**config.mk**
```make
export PLATFORM = sky130hd
export DESIGN_NAME = pipeline_ctrl
export DESIGN_NICKNAME = d
export VERILOG_FILES = /design/src/rtl/pipe_pkg.sv /design/src/rtl/sat_counter.sv /design/src/rtl/pipeline_ctrl.sv
export SDC_FILE = /design/constraint.sdc
export NUM_CORES = 1
export LEC_CHECK = 0
export CORE_ASPECT_RATIO = 0.9
export CORE_MARGIN = 2
export CORE_UTILIZATION = 30
export DETAILED_ROUTE_END_ITERATION = 12
export SYNTH_ARGS = -nofsm -noshare
export SYNTH_HDL_FRONTEND = slang
export SYNTH_HIERARCHICAL = 1
export SYNTH_SLANG_ARGS = --single-unit
```
**constraint.sdc**
```tcl
create_clock -name clk -period 3.3 [get_ports clk]
set_input_delay 0.33 -clock clk [delete_from_list [all_inputs] [get_ports clk]]
set_output_delay 0.33 -clock clk [all_outputs]
set_load 0.02 [all_outputs]
```
**src/rtl/pipe_pkg.sv**
```systemverilog
// rtl/pipe_pkg.sv - shared stall encodings, FSM states and stall bit indices for pipeline_ctrl
package pipe_pkg;

    localparam int STALL_W     = 6;
    localparam int STALL_PC    = 0;
    localparam int STALL_IFID  = 1;
    localparam int STALL_IDEX  = 2;
    localparam int STALL_EXMEM = 3;
    localparam int STALL_MEMWB = 4;
    localparam int STALL_WB    = 5;

    localparam logic [STALL_W-1:0] STALL_NONE = 6'b000000;
    localparam logic [STALL_W-1:0] STALL_ID   = 6'b000111;
    localparam logic [STALL_W-1:0] STALL_EX   = 6'b001111;
    localparam logic [STALL_W-1:0] STALL_MEM  = 6'b011111;
    localparam logic [STALL_W-1:0] STALL_ALL  = 6'b111111;

    typedef enum logic [1:0] {
        ST_BOOT     = 2'd0,
        ST_RUN      = 2'd1,
        ST_MEM_WAIT = 2'd2,
        ST_HALT     = 2'd3
    } pipe_state_t;

    // Stall choice once memory is known not to be pending.
    function automatic logic [STALL_W-1:0] run_priority(input logic halt,
                                                        input logic ex,
                                                        input logic id);
        if (halt)
            return STALL_ALL;
        else if (ex)
            return STALL_EX;
        else if (id)
            return STALL_ID;
        else
            return STALL_NONE;
    endfunction

endpackage

```
**src/rtl/sat_counter.sv**
```systemverilog
// rtl/sat_counter.sv - up counter with synchronous clear, enable and saturation at all-ones
module sat_counter #(
    parameter int W = 16
) (
    input  logic         clk,
    input  logic         rst,
    input  logic         clr,
    input  logic         en,
    output logic [W-1:0] q
);

    always_ff @(posedge clk) begin
        if (rst || clr)
            q <= '0;
        else if (en && (q != '1))
            q <= q + W'(1);
    end

endmodule

```
**src/rtl/pipeline_ctrl.sv**
```systemverilog
// rtl/pipeline_ctrl.sv - stall sequencer for the five-stage pipeline with boot hold, mem timeout and halt
module pipeline_ctrl
    import pipe_pkg::*;
#(
    parameter int BOOT_CYCLES = 4,
    parameter int MEM_TIMEOUT = 255
) (
    input  logic        clk,
    input  logic        rst,
    input  logic        id_stall_req,
    input  logic        ex_stall_req,
    input  logic        mem_req,
    input  logic        mem_ack,
    input  logic        halt_req,
    input  logic        resume,
    output logic [5:0]  stall,
    output logic        mem_timeout,
    output logic [1:0]  state_o,
    output logic [15:0] stall_cycles
);

    localparam int BOOT_W = (BOOT_CYCLES > 1) ? $clog2(BOOT_CYCLES) : 1;

    pipe_state_t        state;
    logic [BOOT_W-1:0]  boot_cnt;
    logic [7:0]         tmo_cnt;
    logic               mem_pending;
    logic [5:0]         prio;
    logic               in_wait;
    logic               count_en;

    assign mem_pending = mem_req & ~mem_ack;
    assign prio        = run_priority(halt_req, ex_stall_req, id_stall_req);
    assign in_wait     = (state == ST_MEM_WAIT);
    assign state_o     = state;

    always_comb begin
        stall = STALL_ALL;
        if (!rst) begin
            case (state)
                ST_RUN:      stall = mem_pending ? STALL_MEM : prio;
                ST_MEM_WAIT: stall = mem_ack ? prio : STALL_MEM;
                default:     stall = STALL_ALL;
            endcase
        end
    end

    // Held at zero outside MEM_WAIT so it reads 0 in the first waiting cycle.
    sat_counter #(.W(8)) u_tmo_cnt (
        .clk (clk),
        .rst (rst),
        .clr (~in_wait),
        .en  (in_wait),
        .q   (tmo_cnt)
    );

    assign count_en = ((state == ST_RUN) || in_wait) && stall[STALL_PC];

    sat_counter #(.W(16)) u_stall_cnt (
        .clk (clk),
        .rst (rst),
        .clr (1'b0),
        .en  (count_en),
        .q   (stall_cycles)
    );

    always_ff @(posedge clk) begin
        if (rst) begin
            state       <= ST_BOOT;
            boot_cnt    <= '0;
            mem_timeout <= 1'b0;
        end else begin
            case (state)
                ST_BOOT: begin
                    if (boot_cnt == BOOT_W'(BOOT_CYCLES - 1)) begin
                        state    <= ST_RUN;
                        boot_cnt <= '0;
                    end else begin
                        boot_cnt <= boot_cnt + BOOT_W'(1);
                    end
                end
                ST_RUN: begin
                    if (mem_pending)
                        state <= ST_MEM_WAIT;
                    else if (halt_req)
                        state <= ST_HALT;
                end
                ST_MEM_WAIT: begin
                    // An ack in the final allowed cycle still completes normally.
                    if (mem_ack) begin
                        state <= ST_RUN;
                    end else if (tmo_cnt == 8'(MEM_TIMEOUT - 1)) begin
                        state       <= ST_HALT;
                        mem_timeout <= 1'b1;
                    end
                end
                ST_HALT: begin
                    if (resume) begin
                        state       <= ST_RUN;
                        mem_timeout <= 1'b0;
                    end
                end
                default: state <= ST_BOOT;
            endcase
        end
    end

endmodule

```
==> results.ini <==
[critical_path]
cp.arrival_ns = 2.30
rr_worst_depth = 11
worstPathRequired_ns = 2.97
reg2reg_slack_ns = 0.77
cp_max_fo = 13
crit_type = flop to output pin
r2r-start = state_o[0]$_SDFFE_PP0P_
r2r_end = u_stall_cnt/q[10]$_SDFFE_PP0P_
cp-start-kind = flop
end_kind = output pin

[placement]
placed_cells = 299
place.gp.congestion = 0.798
placement.setup.worst_slack_ns = 0.672
place_hpwl_mm = 2.94
port_buffers = 32

[sta]
period_share_pct = 79.8
finalHoldViolCount = 0
setup_viol = 0
setup_ws_ns = 0.665
rsz0062_at_grt = no
max_freq_mhz = 380
period_minus_slack_ns = 2.63
fin_setup_tns_ns = 0
timing.clock.skew_ns = 0.00414
max_slew_margin_pct = 55.1
drv_slew = 0
worstMarginPinSlew_ns = 0.667

[route]
drc = 0
ant_nets = 0
vias_per_cell = 5.21
wl_per_cell_um = 13.0
vias = 1594
first_iter_violations = 116
routed_wl_mm = 3.97
firstDrtPassIters = 4

[worst_hold_path]
min_to = boot_cnt[1]$_SDFFE_PP0N_
hold_path_depth = 2
hp-class = flop to flop
hold_start = boot_cnt[1]$_SDFFE_PP0N_

[grt]
grt_pass1_wl_mm = 6.84
grt_pass1_vias = 1490
track_usage_pct = 12.9
antenna_found_initial = 0
grt-ovfl-total = 0
grt_start_max_net_pins = 16

[pwr]
ir_drop_v = 0.000325
power.density_nw_per_um2 = 412
leakagePower_nw = 0.842

[floorplan]
die_area_sq_um = 6470
fp-row-count = 26
die_h_um = 76.5
core_sq_um = 5660
fp.dieW_um = 84.6
io_pins = 33
start_util_pct = 31.0

[clock_tree]
cts_root_buf = clkbuf_8
clkSlewWorstSetupHoldPaths_ns = 0.06
clockBufferDepth = 2
postCtsSetupRepairBufs = 0
htree_levels = 2
cts_resized = 0
clock-sinks = 29
clk_latency_ns = 0.28
numCtsBuffers = 5
cts_tree = yes
postCtsHoldBufs = 0

[logic_synthesis]
synth.area.top_cells = dfxtp_1 33%, ha_1 5.0%, a21oi_1 4.3%
avgSynthCellArea_sq_um = 8.72
async_flop_share_pct = 0
postSynthCellCount = 201
yosysTopAreaCell = dfxtp_1
yosys-top-cells-count = 29 x dfxtp_1, 15 x a21oi_1, 15 x nor2_1
synth.top_cell.area_share_pct = 33.1
ys_seq_elements = 29
yosysWarningCount = 6
yosysMostFrequentCell = dfxtp_1
ys.flop_type = dfxtp_1
seq_area_frac_synth_pct = 33.1
synth_cell_types = 56
synth_edf_count = 0
synth_area_sq_um = 1750

[run]
drv_cap = 0

[final_layout]
fill_cells = 579
fin_nets = 251
final_util_pct = 39.3
drive_gt1_share_pct = 11.4
multiInputGateArea_sq_um = 1110
num_antenna_cells = 0
seqCellArea_sq_um = 581
area.growth.synth_to_final_pct = 27.0
final_cells = 306

[run_status]
outcome = finished clean

==> worst max-delay path by stage <==
stage                                  from  slack, ns                              to  cells after the start
floorplan           state_o[1]$_SDFFE_PP0P_       0.87  u_stall_cnt/q[14]$_SDFFE_PP0P_                      9
detailed placement                      rst       0.67  u_stall_cnt/q[10]$_SDFFE_PP0P_                      7
CTS                 state_o[0]$_SDFFE_PP0P_       0.64                        stall[1]                      8
finish              state_o[0]$_SDFFE_PP0P_       0.67                        stall[1]                      8
global placement                        rst       0.76  u_stall_cnt/q[14]$_SDFFE_PP0P_                      7
global route        state_o[0]$_SDFFE_PP0P_       0.52                        stall[0]                      8
==> flip-flops by register name (all words and copies together), names as in the netlist <==
signal / flops
u_stall_cnt/q: 16
boot_cnt: 2
state_o: 2
u_tmo_cnt/q: 8
mem_timeout: 1
==> power by group <==
group / total (mW) / switching (mW) / internal [mW] / leakage (nW)
combinational: 0.243 / 0.133 / 0.110 / 0.563
sequential: 0.381 / 0.0131 / 0.368 / 0.234
clock: 0.293 / 0.128 / 0.165 / 0.0443
total: 0.918 / 0.274 / 0.643 / 0.842
==> cells in the final DEF, fill, tap and decap left out, types with 2 or more instances in the layout <==
cell	instances
a31oi_1	4
a21oi_1	15
nor3_1	2
ha_1	7
a41o_1	5
conb_1	2
a21oi_2	2
or3_1	7
or4_1	4
o21ai_0	9
nand2_1	14
a21boi_0	2
dfxtp_1	29
nand2b_1	2
nand3_1	8
inv_1	9
mux2i_1	7
xor2_1	2
o21ai_1	2
and3_1	2
nor2_1	15
and3b_1	2
and2_1	2
clkdlybuf4s50_1	32
clkbuf_8	6
nand4_1	8
o31ai_1	4
and4_1	5
==> logic make-up after synthesis <==
group | after synthesis | share of synthesized area (%)
other | 1 | 0.214
and+or+nand+nor | 86 | 31.0
AOI/OAI and AO/OA | 52 | 21.1
buffers and inverters | 16 | 4.00
DFF | 29 | 33.1
xor gates and xnor gates | 3 | 1.50
muxes | 7 | 4.00
adders and majority gates | 7 | 5.00
==> per-stage QoR <==
stage	area (sq um)	hold slack [ns]	power, mW
final	2230	0.498	0.918
after global routing	2230	0.543	0.979
after CTS	2230	0.510	0.932
after detailed placement	2140	0.495	0.632
after global placement	2140	0.497	0.630
after floorplan	1760	0.399	0.557
==> cell type report <==
cell class | count | area share (%)
clock buffer | 7 | 3.88
inverter | 10 | 1.69
multi-input combinational | 157 | 49.7
sequential | 29 | 26.1
tap | 70 | 3.93
timing repair buffer | 33 | 14.7
==> layer usage <==
| layer | share of wire (%) | wire length, um | global-route usage, % | vias up |
|---|---|---|---|---|
| met3 | 2.7 | 106 | 3.36 | 6 |
| met4 | 1.9 | 74 | 5.24 | 0 |
| met2 | 42 | 1680 | 19.4 | 22 |
| met1 | 53 | 2100 | 17.4 | 732 |
| met5 | 0 | 0 | 0 | - |
| li1 | - | - | - | 834 |
==> worst max-delay path: stages, from the launching register on <==
cell and delay (ns):
dfxtp_1 0.38, inv_1 0.09, ha_1 0.20, buf_4 0.17, inv_2 0.11, a21oi_2 0.07, nor3_2 0.28, o211ai_2 0.15
clkdlybuf4s50_1 0.56
Note: power is estimated with default switching activity, not from simulation.
